$ cat src/rtl/axi_4_lite_arb_mst_if.sv
// AXI4-Lite bus between the two-port arbiter master and a single register-file slave.
// The master modport drives the request channels; the slave modport is the mirror view.
interface axi_4_lite_arb_mst_if #(
  parameter int ADDR_WIDTH = 32,
  parameter int DATA_WIDTH = 32,
  parameter int STRB_WIDTH = DATA_WIDTH / 8
);
  logic                  M_AXI_AWVALID;
  logic                  M_AXI_AWREADY;
  logic [ADDR_WIDTH-1:0] M_AXI_AWADDR;
  logic [2:0]            M_AXI_AWPROT;
  logic                  M_AXI_WVALID;
  logic                  M_AXI_WREADY;
  logic [DATA_WIDTH-1:0] M_AXI_WDATA;
  logic [STRB_WIDTH-1:0] M_AXI_WSTRB;
  logic                  M_AXI_BVALID;
  logic                  M_AXI_BREADY;
  logic [1:0]            M_AXI_BRESP;
  logic                  M_AXI_ARVALID;
  logic                  M_AXI_ARREADY;
  logic [ADDR_WIDTH-1:0] M_AXI_ARADDR;
  logic [2:0]            M_AXI_ARPROT;
  logic                  M_AXI_RVALID;
  logic                  M_AXI_RREADY;
  logic [DATA_WIDTH-1:0] M_AXI_RDATA;
  logic [1:0]            M_AXI_RRESP;

  modport master (
    output M_AXI_AWVALID, M_AXI_AWADDR, M_AXI_AWPROT,
    output M_AXI_WVALID, M_AXI_WDATA, M_AXI_WSTRB,
    output M_AXI_BREADY,
    output M_AXI_ARVALID, M_AXI_ARADDR, M_AXI_ARPROT,
    output M_AXI_RREADY,
    input  M_AXI_AWREADY, M_AXI_WREADY,
    input  M_AXI_BVALID, M_AXI_BRESP,
    input  M_AXI_ARREADY,
    input  M_AXI_RVALID, M_AXI_RDATA, M_AXI_RRESP
  );

  modport slave (
    input  M_AXI_AWVALID, M_AXI_AWADDR, M_AXI_AWPROT,
    input  M_AXI_WVALID, M_AXI_WDATA, M_AXI_WSTRB,
    input  M_AXI_BREADY,
    input  M_AXI_ARVALID, M_AXI_ARADDR, M_AXI_ARPROT,
    input  M_AXI_RREADY,
    output M_AXI_AWREADY, M_AXI_WREADY,
    output M_AXI_BVALID, M_AXI_BRESP,
    output M_AXI_ARREADY,
    output M_AXI_RVALID, M_AXI_RDATA, M_AXI_RRESP
  );
endinterface

$ cat src/rtl/axi_4_lite_arb_mst.sv
// Two-requester arbiter serialising single-word commands onto one AXI4-Lite master, one outstanding; ~4-5 cycles/txn vs zero-wait slave.
// Commands wait (reqN_ready low) outside IDLE; responses are a one-cycle pulse with no back-pressure. Define AXI_ARB_FIXED_PRIO_EN for fixed req0 priority.
module axi_4_lite_arb_mst #(
  parameter int ADDR_WIDTH = 32,
  parameter int DATA_WIDTH = 32,
  parameter int STRB_WIDTH = DATA_WIDTH / 8
) (
  input  logic                  S_AXI_ACLK,
  input  logic                  S_AXI_ARESETN,

  input  logic                  req0_valid,
  output logic                  req0_ready,
  input  logic                  req0_we,
  input  logic [ADDR_WIDTH-1:0] req0_addr,
  input  logic [DATA_WIDTH-1:0] req0_wdata,
  input  logic [STRB_WIDTH-1:0] req0_wstrb,
  output logic                  rsp0_valid,
  output logic [DATA_WIDTH-1:0] rsp0_rdata,
  output logic [1:0]            rsp0_resp,

  input  logic                  req1_valid,
  output logic                  req1_ready,
  input  logic                  req1_we,
  input  logic [ADDR_WIDTH-1:0] req1_addr,
  input  logic [DATA_WIDTH-1:0] req1_wdata,
  input  logic [STRB_WIDTH-1:0] req1_wstrb,
  output logic                  rsp1_valid,
  output logic [DATA_WIDTH-1:0] rsp1_rdata,
  output logic [1:0]            rsp1_resp,

  axi_4_lite_arb_mst_if.master  m_axi
);

  typedef enum logic [2:0] {
    IDLE    = 3'd0,
    WR      = 3'd1,
    WR_RESP = 3'd2,
    RD_ADDR = 3'd3,
    RD_DATA = 3'd4,
    RESP    = 3'd5
  } state_t;

  state_t                state;
  state_t                state_nxt;

  logic                  gnt_vld;
  logic                  gnt_id;
  logic                  accept;
  logic                  sel_we;
  logic [ADDR_WIDTH-1:0] sel_addr;
  logic [DATA_WIDTH-1:0] sel_wdata;
  logic [STRB_WIDTH-1:0] sel_wstrb;

  logic                  grant_id;
  logic [ADDR_WIDTH-1:0] addr_q;
  logic [DATA_WIDTH-1:0] wdata_q;
  logic [STRB_WIDTH-1:0] wstrb_q;
  logic [DATA_WIDTH-1:0] rdata_q;
  logic [1:0]            resp_q;
  logic                  aw_done;
  logic                  w_done;
  logic                  aw_hs;
  logic                  w_hs;

`ifdef AXI_ARB_FIXED_PRIO_EN
  always_comb begin
    gnt_vld = req0_valid | req1_valid;
    gnt_id  = ~req0_valid;
  end
`else
  logic last_grant;

  // On a tie the requester that was not served last wins.
  always_comb begin
    gnt_vld = req0_valid | req1_valid;
    if (req0_valid && req1_valid) begin
      gnt_id = ~last_grant;
    end else begin
      gnt_id = ~req0_valid;
    end
  end

  always_ff @(posedge S_AXI_ACLK) begin
    if (!S_AXI_ARESETN) begin
      last_grant <= 1'b1;
    end else if (state == RESP) begin
      last_grant <= grant_id;
    end
  end
`endif

  assign accept    = (state == IDLE) && gnt_vld && S_AXI_ARESETN;
  assign sel_we    = gnt_id ? req1_we    : req0_we;
  assign sel_addr  = gnt_id ? req1_addr  : req0_addr;
  assign sel_wdata = gnt_id ? req1_wdata : req0_wdata;
  assign sel_wstrb = gnt_id ? req1_wstrb : req0_wstrb;

  assign aw_hs = m_axi.M_AXI_AWVALID && m_axi.M_AXI_AWREADY;
  assign w_hs  = m_axi.M_AXI_WVALID  && m_axi.M_AXI_WREADY;

  always_ff @(posedge S_AXI_ACLK) begin
    if (!S_AXI_ARESETN) begin
      state <= IDLE;
    end else begin
      state <= state_nxt;
    end
  end

  always_comb begin
    state_nxt = state;
    case (state)
      IDLE:    if (accept) state_nxt = sel_we ? WR : RD_ADDR;
      // AW and W may complete in different cycles; leave only when both have.
      WR:      if ((aw_done || aw_hs) && (w_done || w_hs)) state_nxt = WR_RESP;
      WR_RESP: if (m_axi.M_AXI_BVALID) state_nxt = RESP;
      RD_ADDR: if (m_axi.M_AXI_ARREADY) state_nxt = RD_DATA;
      RD_DATA: if (m_axi.M_AXI_RVALID) state_nxt = RESP;
      RESP:    state_nxt = IDLE;
      default: state_nxt = IDLE;
    endcase
  end

  always_ff @(posedge S_AXI_ACLK) begin
    if (!S_AXI_ARESETN) begin
      grant_id <= 1'b0;
      addr_q   <= '0;
      wdata_q  <= '0;
      wstrb_q  <= '0;
      rdata_q  <= '0;
      resp_q   <= 2'b00;
      aw_done  <= 1'b0;
      w_done   <= 1'b0;
    end else begin
      if (accept) begin
        grant_id <= gnt_id;
        addr_q   <= sel_addr;
        wdata_q  <= sel_wdata;
        wstrb_q  <= sel_wstrb;
        aw_done  <= 1'b0;
        w_done   <= 1'b0;
      end
      if (state == WR) begin
        if (aw_hs) aw_done <= 1'b1;
        if (w_hs)  w_done  <= 1'b1;
      end
      if ((state == WR_RESP) && m_axi.M_AXI_BVALID) begin
        rdata_q <= '0;
        resp_q  <= m_axi.M_AXI_BRESP;
      end
      if ((state == RD_DATA) && m_axi.M_AXI_RVALID) begin
        rdata_q <= m_axi.M_AXI_RDATA;
        resp_q  <= m_axi.M_AXI_RRESP;
      end
    end
  end

  always_comb begin
    m_axi.M_AXI_AWVALID = 1'b0;
    m_axi.M_AXI_WVALID  = 1'b0;
    m_axi.M_AXI_BREADY  = 1'b0;
    m_axi.M_AXI_ARVALID = 1'b0;
    m_axi.M_AXI_RREADY  = 1'b0;
    req0_ready          = 1'b0;
    req1_ready          = 1'b0;
    rsp0_valid          = 1'b0;
    rsp1_valid          = 1'b0;
    case (state)
      IDLE: begin
        req0_ready = accept && !gnt_id;
        req1_ready = accept &&  gnt_id;
      end
      WR: begin
        m_axi.M_AXI_AWVALID = !aw_done;
        m_axi.M_AXI_WVALID  = !w_done;
      end
      WR_RESP: m_axi.M_AXI_BREADY  = 1'b1;
      RD_ADDR: m_axi.M_AXI_ARVALID = 1'b1;
      RD_DATA: m_axi.M_AXI_RREADY  = 1'b1;
      RESP: begin
        rsp0_valid = !grant_id;
        rsp1_valid =  grant_id;
      end
      default: ;
    endcase
  end

  assign m_axi.M_AXI_AWADDR = addr_q;
  assign m_axi.M_AXI_ARADDR = addr_q;
  assign m_axi.M_AXI_AWPROT = 3'b000;
  assign m_axi.M_AXI_ARPROT = 3'b000;
  assign m_axi.M_AXI_WDATA  = wdata_q;
  assign m_axi.M_AXI_WSTRB  = wstrb_q;

  assign rsp0_rdata = rdata_q;
  assign rsp0_resp  = resp_q;
  assign rsp1_rdata = rdata_q;
  assign rsp1_resp  = resp_q;

endmodule
$ cat src/flat_wrapper.sv
// flat-port wrapper written by rule: the top's interface ports become plain ports
module axi_4_lite_arb_mst_flat 
#(
  parameter int ADDR_WIDTH = 32,
  parameter int DATA_WIDTH = 32,
  parameter int STRB_WIDTH = DATA_WIDTH / 8
)
  (S_AXI_ACLK, S_AXI_ARESETN, req0_valid, req0_ready, req0_we, req0_addr, req0_wdata, req0_wstrb, rsp0_valid, rsp0_rdata, rsp0_resp, req1_valid, req1_ready, req1_we, req1_addr, req1_wdata, req1_wstrb, rsp1_valid, rsp1_rdata, rsp1_resp, m_axi_M_AXI_AWVALID, m_axi_M_AXI_AWADDR, m_axi_M_AXI_AWPROT, m_axi_M_AXI_WVALID, m_axi_M_AXI_WDATA, m_axi_M_AXI_WSTRB, m_axi_M_AXI_BREADY, m_axi_M_AXI_ARVALID, m_axi_M_AXI_ARADDR, m_axi_M_AXI_ARPROT, m_axi_M_AXI_RREADY, m_axi_M_AXI_AWREADY, m_axi_M_AXI_WREADY, m_axi_M_AXI_BVALID, m_axi_M_AXI_BRESP, m_axi_M_AXI_ARREADY, m_axi_M_AXI_RVALID, m_axi_M_AXI_RDATA, m_axi_M_AXI_RRESP);
  axi_4_lite_arb_mst_if #(.ADDR_WIDTH(ADDR_WIDTH), .DATA_WIDTH(DATA_WIDTH), .STRB_WIDTH(STRB_WIDTH)) m_axi_i ();
  input  logic S_AXI_ACLK;
  input  logic S_AXI_ARESETN;
  input  logic req0_valid;
  output logic req0_ready;
  input  logic req0_we;
  input  logic [ADDR_WIDTH-1:0] req0_addr;
  input  logic [DATA_WIDTH-1:0] req0_wdata;
  input  logic [STRB_WIDTH-1:0] req0_wstrb;
  output logic rsp0_valid;
  output logic [DATA_WIDTH-1:0] rsp0_rdata;
  output logic [1:0] rsp0_resp;
  input  logic req1_valid;
  output logic req1_ready;
  input  logic req1_we;
  input  logic [ADDR_WIDTH-1:0] req1_addr;
  input  logic [DATA_WIDTH-1:0] req1_wdata;
  input  logic [STRB_WIDTH-1:0] req1_wstrb;
  output logic rsp1_valid;
  output logic [DATA_WIDTH-1:0] rsp1_rdata;
  output logic [1:0] rsp1_resp;
  output wire logic [$bits(m_axi_i.M_AXI_AWVALID)-1:0] m_axi_M_AXI_AWVALID;
  output wire logic [$bits(m_axi_i.M_AXI_AWADDR)-1:0] m_axi_M_AXI_AWADDR;
  output wire logic [$bits(m_axi_i.M_AXI_AWPROT)-1:0] m_axi_M_AXI_AWPROT;
  output wire logic [$bits(m_axi_i.M_AXI_WVALID)-1:0] m_axi_M_AXI_WVALID;
  output wire logic [$bits(m_axi_i.M_AXI_WDATA)-1:0] m_axi_M_AXI_WDATA;
  output wire logic [$bits(m_axi_i.M_AXI_WSTRB)-1:0] m_axi_M_AXI_WSTRB;
  output wire logic [$bits(m_axi_i.M_AXI_BREADY)-1:0] m_axi_M_AXI_BREADY;
  output wire logic [$bits(m_axi_i.M_AXI_ARVALID)-1:0] m_axi_M_AXI_ARVALID;
  output wire logic [$bits(m_axi_i.M_AXI_ARADDR)-1:0] m_axi_M_AXI_ARADDR;
  output wire logic [$bits(m_axi_i.M_AXI_ARPROT)-1:0] m_axi_M_AXI_ARPROT;
  output wire logic [$bits(m_axi_i.M_AXI_RREADY)-1:0] m_axi_M_AXI_RREADY;
  input wire logic [$bits(m_axi_i.M_AXI_AWREADY)-1:0] m_axi_M_AXI_AWREADY;
  input wire logic [$bits(m_axi_i.M_AXI_WREADY)-1:0] m_axi_M_AXI_WREADY;
  input wire logic [$bits(m_axi_i.M_AXI_BVALID)-1:0] m_axi_M_AXI_BVALID;
  input wire logic [$bits(m_axi_i.M_AXI_BRESP)-1:0] m_axi_M_AXI_BRESP;
  input wire logic [$bits(m_axi_i.M_AXI_ARREADY)-1:0] m_axi_M_AXI_ARREADY;
  input wire logic [$bits(m_axi_i.M_AXI_RVALID)-1:0] m_axi_M_AXI_RVALID;
  input wire logic [$bits(m_axi_i.M_AXI_RDATA)-1:0] m_axi_M_AXI_RDATA;
  input wire logic [$bits(m_axi_i.M_AXI_RRESP)-1:0] m_axi_M_AXI_RRESP;
  assign m_axi_M_AXI_AWVALID = m_axi_i.M_AXI_AWVALID;
  assign m_axi_M_AXI_AWADDR = m_axi_i.M_AXI_AWADDR;
  assign m_axi_M_AXI_AWPROT = m_axi_i.M_AXI_AWPROT;
  assign m_axi_M_AXI_WVALID = m_axi_i.M_AXI_WVALID;
  assign m_axi_M_AXI_WDATA = m_axi_i.M_AXI_WDATA;
  assign m_axi_M_AXI_WSTRB = m_axi_i.M_AXI_WSTRB;
  assign m_axi_M_AXI_BREADY = m_axi_i.M_AXI_BREADY;
  assign m_axi_M_AXI_ARVALID = m_axi_i.M_AXI_ARVALID;
  assign m_axi_M_AXI_ARADDR = m_axi_i.M_AXI_ARADDR;
  assign m_axi_M_AXI_ARPROT = m_axi_i.M_AXI_ARPROT;
  assign m_axi_M_AXI_RREADY = m_axi_i.M_AXI_RREADY;
  assign m_axi_i.M_AXI_AWREADY = m_axi_M_AXI_AWREADY;
  assign m_axi_i.M_AXI_WREADY = m_axi_M_AXI_WREADY;
  assign m_axi_i.M_AXI_BVALID = m_axi_M_AXI_BVALID;
  assign m_axi_i.M_AXI_BRESP = m_axi_M_AXI_BRESP;
  assign m_axi_i.M_AXI_ARREADY = m_axi_M_AXI_ARREADY;
  assign m_axi_i.M_AXI_RVALID = m_axi_M_AXI_RVALID;
  assign m_axi_i.M_AXI_RDATA = m_axi_M_AXI_RDATA;
  assign m_axi_i.M_AXI_RRESP = m_axi_M_AXI_RRESP;
  axi_4_lite_arb_mst #(.ADDR_WIDTH(ADDR_WIDTH), .DATA_WIDTH(DATA_WIDTH), .STRB_WIDTH(STRB_WIDTH)) u_core (.S_AXI_ACLK(S_AXI_ACLK), .S_AXI_ARESETN(S_AXI_ARESETN), .req0_valid(req0_valid), .req0_ready(req0_ready), .req0_we(req0_we), .req0_addr(req0_addr), .req0_wdata(req0_wdata), .req0_wstrb(req0_wstrb), .rsp0_valid(rsp0_valid), .rsp0_rdata(rsp0_rdata), .rsp0_resp(rsp0_resp), .req1_valid(req1_valid), .req1_ready(req1_ready), .req1_we(req1_we), .req1_addr(req1_addr), .req1_wdata(req1_wdata), .req1_wstrb(req1_wstrb), .rsp1_valid(rsp1_valid), .rsp1_rdata(rsp1_rdata), .rsp1_resp(rsp1_resp), .m_axi(m_axi_i));
endmodule
$ cat config.mk
export PLATFORM = sky130hd
export DESIGN_NAME = axi_4_lite_arb_mst_flat
export DESIGN_NICKNAME = d
export VERILOG_FILES = /design/src/rtl/axi_4_lite_arb_mst_if.sv /design/src/rtl/axi_4_lite_arb_mst.sv /design/src/flat_wrapper.sv
export SDC_FILE = /design/constraint.sdc
export NUM_CORES = 1
export LEC_CHECK = 0
export CORE_AREA = 2 2 142 144
export CTS_BUF_LIST = sky130_fd_sc_hd__clkbuf_4
export CTS_CLUSTER_DIAMETER = 60
export DETAILED_ROUTE_END_ITERATION = 16
export DIE_AREA = 0 0 144 146
export PLACE_DENSITY = 0.7
export SYNTH_ARGS = -nofsm -noshare
export SYNTH_HDL_FRONTEND = slang
export SYNTH_SLANG_ARGS = --single-unit
$ cat constraint.sdc
create_clock -name S_AXI_ACLK -period 1.5 [get_ports S_AXI_ACLK]
set_input_delay 0.3 -clock S_AXI_ACLK [delete_from_list [all_inputs] [get_ports S_AXI_ACLK]]
set_output_delay 0.3 -clock S_AXI_ACLK [all_outputs]
set_load 0.02 [all_outputs]
## Word level (Yosys, flattened, before mapping)

Cells that the tools add are included.

- Bitwise gates (word level): 3
- Eq/ne operators: 10
- Reductions and logical operators: 19
- Multiplexer cells: 31

Operators by type and width:

| operator | number |
|---|---|
| 32-bit two-way mux | 4 |
| 1-bit two-way mux | 17 |
| 3-bit two-way mux | 5 |
| 3-bit case mux with 5 select lines | 1 |
| 1-bit logical AND | 10 |
| 3-bit by 2-bit equality test with 1-bit output (second input constant) | 2 |
| 3-bit equality test (second input constant) | 2 |
| 2-bit two-way mux | 3 |
| 2-bit != test (second input constant) | 3 |
| 5-bit AND reduction | 1 |
| 1-bit logical NOT | 4 |
| 4-bit two-way mux | 1 |
| 2-bit by 1-bit != test with 1-bit output (second input constant) | 2 |
| 3-bit by 1-bit equality test with 1-bit output (second input constant) | 1 |
| 3-bit logical NOT | 1 |
| 1-bit logical OR | 2 |
| 1-bit NOT | 2 |
| 2-bit nonzero test | 1 |
| 1-bit bitwise OR | 1 |

- Input bits: 183
- Output and inout bits: 183
- Bits in registers: 109
- Logic and storage cells: 73

## Longest topological paths before layout

Gate-level depths: netlist of run 1.

- Depth in word-level cells: 7
- Gate-level depth with buffers: 6
- Gate-level depth less buffers: 4

## Worst setup path after synthesis of run 1

Ideal clock, no wire load.

- Kind: flip-flop to output port
- Start point: register u_core.state[2]
- End point: output port req1_ready
- Buffers on the path: 1
- Required time: 1200 ps
- Stages on the path, launching flop included: 5
- Path slack: -114 ps
- Data arrival time: 1314 ps
- Cell sequence: dfxtp_1 -> nor3_2 -> o211ai_1 -> clkbuf_1 -> nor2_1

- Word-level cells in the longest chain between the ends: 5

RTL lines:

| item | line | text |
|---|---|---|
| start, declared | axi_4_lite_arb_mst.sv:43 | `state_t state;` |
| start signal, assigned | axi_4_lite_arb_mst.sv:105 | `state <= state_nxt;` |
| 3-bit logical NOT * | axi_4_lite_arb_mst.sv:92, axi_4_lite_arb_mst.sv:167 |  |
| 1-bit logical AND (2 in series) | axi_4_lite_arb_mst.sv:92 | `assign accept = (state == IDLE) && gnt_vld && S_AXI_ARESETN;` |
| 1-bit logical AND | axi_4_lite_arb_mst.sv:170 | `req1_ready = accept && gnt_id;` |
| 1-bit two-way mux * | axi_4_lite_arb_mst.sv:167 | `case (state)` |
| end, declared | flat_wrapper.sv:22 | `output logic req1_ready;` |

Mark *: on every way between the ends. The rest lies on a longest branch, timed or not.

## Final worst setup path of run 1

- Start point: register u_core.last_grant
- End point: output port req1_ready

- Word-level cells in the longest chain between the ends: 4

RTL lines:

| item | line | text |
|---|---|---|
| start, declared | axi_4_lite_arb_mst.sv:71 | `logic last_grant;` |
| start signal, assigned | axi_4_lite_arb_mst.sv:87 | `last_grant <= grant_id;` |
| 1-bit NOT | axi_4_lite_arb_mst.sv:77 | `gnt_id = ~last_grant;` |
| 1-bit two-way mux | axi_4_lite_arb_mst.sv:76 | `if (req0_valid && req1_valid) begin` |
| 1-bit logical AND | axi_4_lite_arb_mst.sv:170 |  |
| 1-bit two-way mux | axi_4_lite_arb_mst.sv:167 |  |

No other way between the ends.

==> impl_metrics.yaml, run 1 <==
critical_path:
  cp_data_arrival_time_ns: 1.64
  critical_path_class: "reg -> out"
  critPathCaptureType: "output port"
  cpLargestDelayFamily: "simple AND/OR/NAND/NOR gates"
  cp.buffers_inverters: 2
  crit_path_max_fanout: 2
  cp-start-kind: "flop"
  path_cells: "nand2b_1, and2_1, buf_4, nor2_4, buf_6"
  slowest_stage: "dfxtp_1"
  max_stage_delay_ns: 0.35
  cp.required_ns: 1.20
synth:
  yosysSeqAreaShare_pct: 41.3
  yosysWarnings: 0
  yosys.area.top_type: "dfxtp_1"
  avgSynthCellArea_sq_um: 8.00
  async_reset_ff_share_pct: 0
  syn_area_sq_um: 5280
  syn_inst: 660
  synth-edff-count: 0
  ys_ff_latch: 109
  synth_top_area_share_pct: 41.3
  synth_area_leaders: "dfxtp_1 (41%), nand3_1 (16%), buf_4 (10%)"
  ys.flop_type: "dfxtp_1"
  synth.distinct_cells: 33
cts:
  cts_buffers: 9
  clkLatencyLatePin_ns: 0.49
  clk_pin_slew_ns: 0.18
  cts_hold_buf: 0
  cts_sinks: 109
  cts.htree.levels: 3
  clk_path_buf_depth: 2
  cts_tree: "built"
  root_buffer: "clkbuf_4"
layout:
  fin_area_sq_um: 10200
  nNetsFinal: 1195
  fillCellCount: 1782
  multi_input_area_sq_um: 2400
  regArea_sq_um: 2300
  final_common_cell: "clkdlybuf4s50_1"
  final_cell_mix: "clkdlybuf4s50_1 (181), nand3_1 (112), clkdlybuf4s15_2 (98)"
  area_growth_pct: 92.3
  layout-drive-gt1-share_pct: 43.8
global_routing:
  grt_pass1_wl_mm: 32.4
  grt_pass1_vias: 5764
  grt_usage_pct: 20.0
  antenna_found_initial: 2
  grt_max_degree: 47
  overflow: 0
placed_design:
  place_area_sq_um: 8900
  dpl_worst_slack_ns: -0.392
  io_buffers: 359
  gp_congestion: 0.816
  dpl.hpwl_mm: 14.9
sta:
  maxSlewViolCount: 0
  rsz0062_at_grt: "yes"
  fmax_mhz: 516
  timing_hold_violations_final: 0
  fin_crit_sh_pct: 129
  min_period_ns: 1.94
  finalWorstSetupSlack_ns: -0.438
  setup_viol: 100
  finClkSkew_ns: 0.0191
floorplanning:
  die_w_um: 144
  io_pins: 366
  dieHeight_um: 146
  core.rowCount: 51
  coreArea_sq_um: 19300
  start_util_pct: 27.3
  dieArea_sq_um: 21000
job:
  cap_viol_max_count: 0
routing:
  drc: 0
  wirelength_mm: 22.7
  postRouteAntennaNets: 0
  drtIter0Drc: 199
  num_vias: 5993
  dr.pass1.iters: 4
  vias_per_cell: 4.67
  wl_per_cell_um: 17.7
pwr:
  p_per_area_nw_per_um2: 1190
  peakVddDrop_v: 0.000572
  leakage_nw: 4.11
run_status:
  violations: "negative setup slack"
  status: "finished with violations"
min_path:
  hold_class: "in -> reg"
tightest hold or removal path, cell delays in order:
cell and delay [ns]:
clkdlybuf4s50_1 0.39, nand2_1 0.05, a21oi_1 0.05
power by group:
group          switching [mW]  leakage, nW  internal (mW)
Sequential              0.473        0.926           3.55
Combinational            3.27         3.12           3.32
Clock                    1.08       0.0620          0.351
Total                    4.83         4.11           7.22
synth_stat cells, types with 2 or more instances:
cell type  instances
buf_4             73
o211ai_1          69
o21ai_0            3
buf_6              4
nor2_1            10
nor2b_1            3
mux2i_1            5
nand2b_1           4
buf_2             19
o211a_1            2
buf_12             3
a211oi_1           2
inv_1             70
dfxtp_1          109
buf_1              3
nand2_2            2
clkbuf_1          22
a21oi_1           34
nand3_1          169
and2_1             3
nand2_1           38
a211o_1            2
worst paths after layout:
kind,startpoint,endpoint,slack [ns],depth (start not counted)
max,u_core.last_grant,req1_ready,-0.44,5
min,m_axi_M_AXI_RDATA[28],u_core.rsp0_rdata[28],0.32,3
max reg2reg,u_core.state[2],u_core.m_axi.M_AXI_ARADDR[19],-0.24,9
min reg2reg,u_core.rsp0_rdata[17],u_core.rsp0_rdata[17],0.49,2
routing by layer:
metal	global-route usage, %	wire, um	up-vias
li1	-	-	2890
met1	21.6	8410	2806
met2	37.8	12000	279
met3	6.48	2050	18
met4	4.02	235	0
met5	0	0	-
cells by family (layout without fill, tap and decap cells):
kind of cell / after synthesis / after routing / synth area share (%)
other: 1 / 8 / 0.0710
AOI/OAI and AO/OA: 115 / 115 / 14.8
and+or+nand+nor: 236 / 236 / 22.0
DFF: 109 / 109 / 41.3
buffers and inverters: 194 / 545 / 20.9
muxes: 5 / 5 / 0.948
repair_timing:
| action | CTS | global route |
|---|---|---|
| pin swaps | 53 | 87 |
| setup endpoints to repair | 280 | 205 |
| resized for setup | 670 | 143 |
| gates cloned | 15 | 3 |
| setup buffers | 22 | 23 |
area by class of cell:
type | count | area share (%)
timing repair buffer | 460 | 46.6
multi-input combinational | 362 | 23.6
sequential | 109 | 22.7
tap | 265 | 3.27
inverter | 70 | 2.61
clock buffer | 9 | 0.665
clock inverter | 6 | 0.481
antenna | 2 | 0.0493
per-stage QoR:
stage                     TNS, ns  std cells  utilization [%]  power (mW)  hold slack [ns]
after floorplan           -0.0142        665                -        6.70            0.427
after global placement     -24.70       1210             46.0        9.43            0.459
after detailed placement   -27.25       1210             46.0        9.48            0.463
after CTS                  -27.86       1262             52.2        11.8            0.278
after global routing       -26.74       1282             52.5        12.6            0.279
final                      -17.80       1283             52.5        12.0            0.322
sequential cells by signal (all words and copies together) (netlist names):
signal	count
u_core.m_axi.M_AXI_WDATA	32
u_core.state	3
u_core.grant_id	1
u_core.m_axi.M_AXI_WSTRB	4
u_core.m_axi.M_AXI_ARADDR	32
u_core.rsp0_resp	2
u_core.aw_done	1
u_core.rsp0_rdata	32
u_core.w_done	1
u_core.last_grant	1
(Power assumes the default switching activity.)
==> run 2, diff against run 1 <==
--- a/config.mk
+++ b/config.mk
@@ -6,7 +6,7 @@
 export NUM_CORES = 1
 export LEC_CHECK = 0
 export CORE_AREA = 2 2 142 144
-export CTS_BUF_LIST = sky130_fd_sc_hd__clkbuf_4
+export CTS_BUF_LIST = sky130_fd_sc_hd__clkbuf_8
 export CTS_CLUSTER_DIAMETER = 60
 export DETAILED_ROUTE_END_ITERATION = 16
 export DIE_AREA = 0 0 144 146
==> run 2 against run 1 <==
  * Critical endpoint unchanged
  * Design area up 1.6%
  * Power up 1.1%
  * Sequential power down 1%
  * Sequential cell count unchanged
  * The flow still finishes with violations (negative setup slack)
  * Sequential share of layout area down 1.4 points
  * Routed wire length down 3.6%
  * Count of clock-buffer cells in the layout up 1
  * Non-clock buffer count down 12
  * Register-to-register slack worse by 0.06 ns
  * Setup slack better by 0.10 ns
==> impl_metrics.yaml, run 2 (synthesis results as in run 1) <==
routing:
  wl_per_cell_um: 17.3
  num_vias: 5881
  drtIter0Drc: 157
  vias_per_cell: 4.63
  postRouteAntennaNets: 0
  dr.pass1.iters: 4
  drc: 0
  wirelength_mm: 21.9
pwr:
  p_per_area_nw_per_um2: 1180
  peakVddDrop_v: 0.000614
  leakage_nw: 4.51
cts:
  clkLatencyLatePin_ns: 0.39
  cts_hold_buf: 0
  clk_pin_slew_ns: 0.12
  cts_tree: "built"
  cts_sinks: 109
  cts_buffers: 9
  root_buffer: "clkbuf_8"
  cts.htree.levels: 3
  clk_path_buf_depth: 2
placed_design:
  place_area_sq_um: 8900
  io_buffers: 359
  gp_congestion: 0.816
  place_inst: 1210
  dpl.hpwl_mm: 14.9
layout:
  n_antenna_cell: 0
  final_cell_mix: "clkdlybuf4s50_1 (181), dlygate4sd2_1 (119), dfxtp_1 (106)"
  area_growth_pct: 95.4
  fin_area_sq_um: 10300
  final_common_cell: "clkdlybuf4s50_1"
  layout.cells.non_filler: 1269
  nNetsFinal: 1183
  layout-drive-gt1-share_pct: 27.2
sta:
  fmax_mhz: 545
  finClkSkew_ns: 0.0167
  timing_hold_violations_final: 0
  setup_viol: 102
  maxSlewViolCount: 0
  finalWorstSetupSlack_ns: -0.333
  rsz0062_at_grt: "yes"
  relSlewSlack_pct: 66.3
  worstMarginPinSlew_ns: 0.506
  min_period_ns: 1.83
  fin_crit_sh_pct: 122
global_routing:
  overflow: 0
  grt_pass1_wl_mm: 32.2
  antenna_found_initial: 0
  grt_usage_pct: 19.8
  grt_max_degree: 47
  grt_pass1_vias: 5812
critical_path:
  max_stage_delay_ns: 0.39
  crit_path_max_fanout: 6
  critPathCaptureType: "output port"
  cp.required_ns: 1.20
  cp_data_arrival_time_ns: 1.53
  path_cells: "nor3_4, o211ai_1, buf_4, nor2_4, buf_6"
  slowest_stage: "dfxtp_4"
  critical_path_class: "reg -> out"
  cp-start-kind: "flop"
floorplanning:
  core.rowCount: 51
  die_w_um: 144
  dieHeight_um: 146
  start_util_pct: 27.3
  io_pins: 366
  coreArea_sq_um: 19300
  dieArea_sq_um: 21000
min_path:
  hold_class: "in -> reg"
job:
  cap_viol_max_count: 0
run_status:
  status: "finished with violations"
  violations: "negative setup slack"
-- run 2: cell types whose count changed in the layout (fill, tap and decap cells not counted), moves of 19 or more --
cell             change
dfxtp_1             +73
nand3_1             -31
dfxtp_2             -66
nand3_2             +25
buf_4               -19
clkdlybuf4s15_2     -97
buf_2               -60
clkdlybuf4s15_1     +31
dlygate4sd2_1      +119
-- run 2: path summary, 6_finish.rpt --
path	from	endpoint	slack [ns]	cells after the start
worst max register to register	u_core.state[1]	u_core.rsp0_rdata[28]	-0.30	10
worst min register to register	u_core.rsp0_rdata[5]	u_core.rsp0_rdata[5]	0.48	2
worst max-delay path	u_core.state[1]	req1_ready	-0.33	5
worst min-delay path	m_axi_M_AXI_RDATA[14]	u_core.rsp0_rdata[14]	0.44	3
-- run 2: stage by stage --
step           setup TNS, ns  hold slack (ns)  util (%)  setup WS (ns)  total power, mW
2_1_floorplan        -0.0142            0.427         -        -0.0142             6.70
3_3_place_gp          -24.70            0.459      46.0         -0.321             9.43
3_5_place_dp          -27.25            0.463      46.0         -0.392             9.48
4_1_cts               -17.16            0.417      52.3         -0.353             12.0
5_1_grt               -28.52            0.419      53.4         -0.407             12.8
6_report              -22.43            0.441      53.4         -0.333             12.2
-- run 2: critical path: cells and delay by family, from the launching register on --
kind	cells	cell delay [ns]
compound gates	1	0.16
flops	1	0.39
buf+inv	2	0.31
simple gates	2	0.29
-- run 2: final cells by class --
class	instances	area (sq um)
fill	1783	9010
timing repair buffer	448	4610
multi-input combinational	362	2730
tap	265	332
clock buffer	10	138
inverter	70	265
sequential	109	2190
clock inverter	5	45.0
-- run 2: repair_timing --
action                     CTS  global route
buffers inserted            24            10
gates resized for setup    347           120
setup endpoints to repair  280           144
gates cloned                15             1
pin swaps                   46            86
-- run 2: power breakdown --
| part | internal (mW) | switching, mW | leakage [nW] | total (mW) |
|---|---|---|---|---|
| clock | 0.667 | 1.13 | 0.0909 | 1.80 |
| sequential | 3.47 | 0.505 | 0.892 | 3.98 |
| combinational | 3.16 | 3.25 | 3.52 | 6.41 |
-- run 2: per-layer routing --
layer	global-route usage (%)	vias up	part of all wire [%]
met3	6.22	15	8.1
met5	0	-	0
met4	4.26	0	0.91
li1	-	2874	-
met2	37.7	225	54
met1	21.0	2767	37
==> edit 1, RTL diff (settings of run 1) <==
Build with the macro `AXI_ARB_FIXED_PRIO_EN` defined.
--- a/src/rtl/axi_4_lite_arb_mst.sv
+++ b/src/rtl/axi_4_lite_arb_mst.sv
@@ -1,5 +1,7 @@
 // Two-requester arbiter serialising single-word commands onto one AXI4-Lite master, one outstanding; ~4-5 cycles/txn vs zero-wait slave.
 // Commands wait (reqN_ready low) outside IDLE; responses are a one-cycle pulse with no back-pressure. Define AXI_ARB_FIXED_PRIO_EN for fixed req0 priority.
+`define AXI_ARB_FIXED_PRIO_EN
+
 module axi_4_lite_arb_mst #(
   parameter int ADDR_WIDTH = 32,
   parameter int DATA_WIDTH = 32,
Formal check against the unedited RTL: not equivalent (Yosys sat finds a counterexample within 10 cycles, from zero or initial values and one cycle with S_AXI_ARESETN low).
==> edit 1 against run 1 <==
- the run still ends with negative setup slack left
- sequential cell count shrank 1
- design area is 1.7% lower
- synthesized area fell by 2.4%
- wire length is 2.4% lower
- power is 6.0% higher
- core utilization fell by 0.92 points
- worst setup slack better by 0.15 ns
- critical endpoint is now m_axi_M_AXI_AWVALID
- largest power group unchanged
==> edit 1: results (changes against run 1) <==
* Synth cell count leaders: o21ai_0, dfxtp_1, nor2_1, a21oi_1, buf_4
* Slowest Stage Delay on Critical Path at 0.43 ns (+0.08 ns)
* Max IR drop VDD at 0.564 mV (-1.4%)
* Crit-path max FO at 2 (unchanged)
* Largest net degree at the start of global routing at 68 (+45%)
* Psw at 5.24 mW (+8.6%)
* Register area share after synthesis at 41.9% (+0.61 points)
* Final setup vio count at 111 (+11%)
* Post-CTS setup buffers at 12 (-45%)
* DP Area at 0.00871 mm2 (-2.2%)
* Max Used Layer: met5
* Routed wl met2 at 11,300 um (-5.7%)
* CTS Buf Count at 9 (unchanged)
* Yosys cell types at 34 (+3.0%)
* DR WL met3 at 1250 um (-39%)
* Initial antenna violation count at 2 (unchanged)
* M2 GR Usage at 34.5% (-3.2 points)
* Final nets at 1,188 (-0.59%)
* Dpl ws at -0.341 ns (+0.0508 ns)
* # resized after CTS at 648 (-3.3%)
* First-pass GRT wire length at 31,800 um (-1.6%)
* Worst hold start: req1_valid
* Outcome: finished with violations
* CP arrival at 1.49 ns (-0.15 ns)
* DR iter-0 viols at 297 (+49%)
* Routed wire length at 22,200 um (-2.4%)
* GPL Wtd Cong at 0.829 (+1.6%)
* Post-route setup slack at -0.285 ns (+0.153 ns)
* Worst-Skew Late Latency at 0.47 ns (-0.02 ns)
* Capturing point of the worst reg2reg path: u_core.m_axi.M_AXI_ARADDR[18]
* M1 GR Usage at 23.5% (+1.9 points)
* Number of global-route vias before repair at 5,582 (-3.2%)
* Failing checks: negative setup slack
* Hold Slack at 0.249 ns (-0.0736 ns)
* Clock slew at reported path FFs at 0.16 ns (-0.02 ns)
* Critical Path Slowest Stage Cell: or3b_4
* DR vias/cell at 4.68 (+0.10%)
* Hold Path Sink: u_core.m_axi.M_AXI_WDATA[24]
* Gr usage total at 19.5% (-0.52 points)
* Metal1 wirelength at 9170 um (+9.1%)
* # fillers at 1,844 (+3.5%)
* Mean Syn Cell Area at 7.53 um2 (-5.9%)
* Met3 Usage GRT at 4.24% (-2.2 points)
* Via Count at 5,957 (-0.60%)
* Clock Skews at 0.0126 ns (-0.00647 ns)
* Setup TNS Final at -19.42 ns (-1.62 ns)
* DR pass1 iterations at 5 (+1)
==> edit 1: worst max-delay path by stage <==
| stage | to | from | slack [ns] | cells past startpoint |
|---|---|---|---|---|
| final | m_axi_M_AXI_AWVALID | u_core.state[2] | -0.29 | 3 |
| after CTS | m_axi_M_AXI_AWVALID | u_core.state[2] | -0.33 | 3 |
| after global placement | m_axi_M_AXI_AWVALID | u_core.state[2] | -0.33 | 3 |
| after floorplan | req1_ready | S_AXI_ARESETN | -0.009 | 6 |
| after global routing | m_axi_M_AXI_AWVALID | u_core.state[2] | -0.37 | 3 |
| after detailed placement | m_axi_M_AXI_AWVALID | u_core.state[2] | -0.34 | 3 |
==> edit 1: area by class of cell <==
| type | instances | area, um2 | share of cell area [%] |
|---|---|---|---|
| multi-input combinational | 450 | 2880 | 28.8 |
| clock buffer | 10 | 75.1 | 0.752 |
| clock inverter | 4 | 51.3 | 0.514 |
| timing repair buffer | 434 | 4320 | 43.3 |
| antenna | 1 | 2.50 | 0.0251 |
| sequential | 108 | 2310 | 23.2 |
| inverter | 2 | 7.51 | 0.0752 |
| tap | 265 | 332 | 3.32 |
==> edit 1: cells by family (layout without fill, tap and decap cells) <==
group | Yosys count | count (layout) | synth area share (%)
AO/OA/AOI/OAI | 254 | 254 | 26.8
buffers and inverters | 132 | 450 | 15.4
other | 1 | 7 | 0.0727
AND/OR/NAND/NOR | 186 | 186 | 15.0
flip-flops | 108 | 108 | 41.9
multiplexers | 4 | 4 | 0.777
==> edit 1: power by group through the flow <==
stage,Clock [mW],Combinational (mW),Sequential [mW]
CTS,1.57,6.61,3.95
finish,1.50,7.13,4.14
detailed placement,0,5.77,3.95
global route,1.67,7.55,4.23
floorplan,0,2.44,4.57
global placement,0,5.74,3.94
==> edit 2, RTL diff (settings of run 1) <==
Without the edit above. Re-encode `state_t` (6 states) as one-hot, 6 bits wide.
--- a/src/rtl/axi_4_lite_arb_mst.sv
+++ b/src/rtl/axi_4_lite_arb_mst.sv
@@ -31,13 +31,13 @@
   axi_4_lite_arb_mst_if.master  m_axi
 );
 
-  typedef enum logic [2:0] {
-    IDLE    = 3'd0,
-    WR      = 3'd1,
-    WR_RESP = 3'd2,
-    RD_ADDR = 3'd3,
-    RD_DATA = 3'd4,
-    RESP    = 3'd5
+  typedef enum logic [5:0] {
+    IDLE    = 6'b000001,
+    WR      = 6'b000010,
+    WR_RESP = 6'b000100,
+    RD_ADDR = 6'b001000,
+    RD_DATA = 6'b010000,
+    RESP    = 6'b100000
   } state_t;
 
   state_t                state;
Function: no difference found for any inputs over 4 cycles, from zero or initial values and one cycle with S_AXI_ARESETN low; so few cycles prove little.
==> edit 2 against run 1 <==
- the flow still finishes with violations (negative setup slack)
- sequential cell count increased by 3
- power increased by 41%
- final cell count decreased by 7.3%
- worst setup slack got worse by 0.28 ns
- design area increased by 0.84%
- synthesized area decreased by 2.7%
- combinational power increased by 70%
- wire length decreased by 5.6%
- non-clock buffer count decreased by 11
- critical path type unchanged
- largest cell class unchanged
- largest power group unchanged
==> edit 2: results (changes against run 1) <==
* Fin cells at 1,189 (-7.3%)
* Max IR drop VDD at 0.792 mV (+38%)
* Placed Instances at 1,135 (-6.2%)
* GPL Wtd Cong at 0.796 (-2.5%)
* Ant diodes at 1 (-1)
* Psw at 7.05 mW (+46%)
* Routed wire length at 21,500 um (-5.6%)
* Failing checks: negative setup slack
* Clock sinks at 112 (+2.8%)
* DR WL met3 at 1910 um (-7.0%)
* Final setup vio count at 119 (+19%)
* Outcome: finished with violations
* Mean Syn Cell Area at 8.95 um2 (+12%)
* Critical Path Slowest Stage Cell: or4_4
* Routed wl met2 at 11,100 um (-7.6%)
* First-pass GRT wire length at 31,500 um (-2.8%)
* Setup TNS Final at -55.88 ns (-38.07 ns)
* Non-clock inverter count at 6 (-91%)
* Met3 Usage GRT at 5.63% (-0.86 points)
* Fraction of area in non-clock buffers at 46.0% (-0.66 points)
* M2 GR Usage at 35.8% (-2.0 points)
* DR vias/cell at 4.80 (+2.7%)
* Mux cell area share after synthesis at 0.779% (-0.17 points)
* # fillers at 1,745 (-2.1%)
* Combinational cell power at 11.2 mW (+70%)
* Worst r2r path cells at 13 (+4)
* Clock buf/inv share at 1.11% (-0.034 points)
* Gr usage total at 19.5% (-0.56 points)
* Footprint of the multi-input gates at 0.00269 mm2 (+12%)
* Post-route setup slack at -0.722 ns (-0.284 ns)
* Yosys cell types at 40 (+21%)
* Leakage power at 4.07 nW (-1.0%)
* Slowest Stage Delay on Critical Path at 0.51 ns (+0.16 ns)
* DR iter-0 viols at 157 (-21%)
* Finished Cell Area at 0.0102 mm2 (+0.84%)
* Compound-Gate Fraction of Synth Area at 29.3% (+15 points)
## edit 2: cell types whose count changed in the layout (fill, tap and decap cells not counted), sizes merged, moves of 38 or more
cell	change
nor2	+99
a22oi	+100
inv	-65
o211ai	-68
buf	-38
a22o	+68
nand3	-166
## edit 2: worst min-delay path: cells and delay by family
family | cells | cell delay, ns
buf+inv | 1 | 0.40
compound gates | 2 | 0.17
## edit 2: worst paths after layout
check / startpoint / to / slack (ns)
setup / recovery: u_core.state[2] / m_axi_M_AXI_ARVALID / -0.72
setup reg to reg: u_core.state[4] / u_core.m_axi.M_AXI_ARADDR[27] / -0.65
hold reg to reg: u_core.rsp0_rdata[22] / u_core.rsp0_rdata[22] / 0.52
hold / removal: m_axi_M_AXI_RRESP[0] / u_core.rsp0_resp[0] / 0.40
## edit 2: timing repair
action                                  4_1_cts  5_1_grt
buffers inserted                             23       15
hold buffers                                  0        0
endpoints found under the setup margin      285      183
gates cloned                                 10        2
pin swaps                                    21       82
gates resized for setup                     685      119
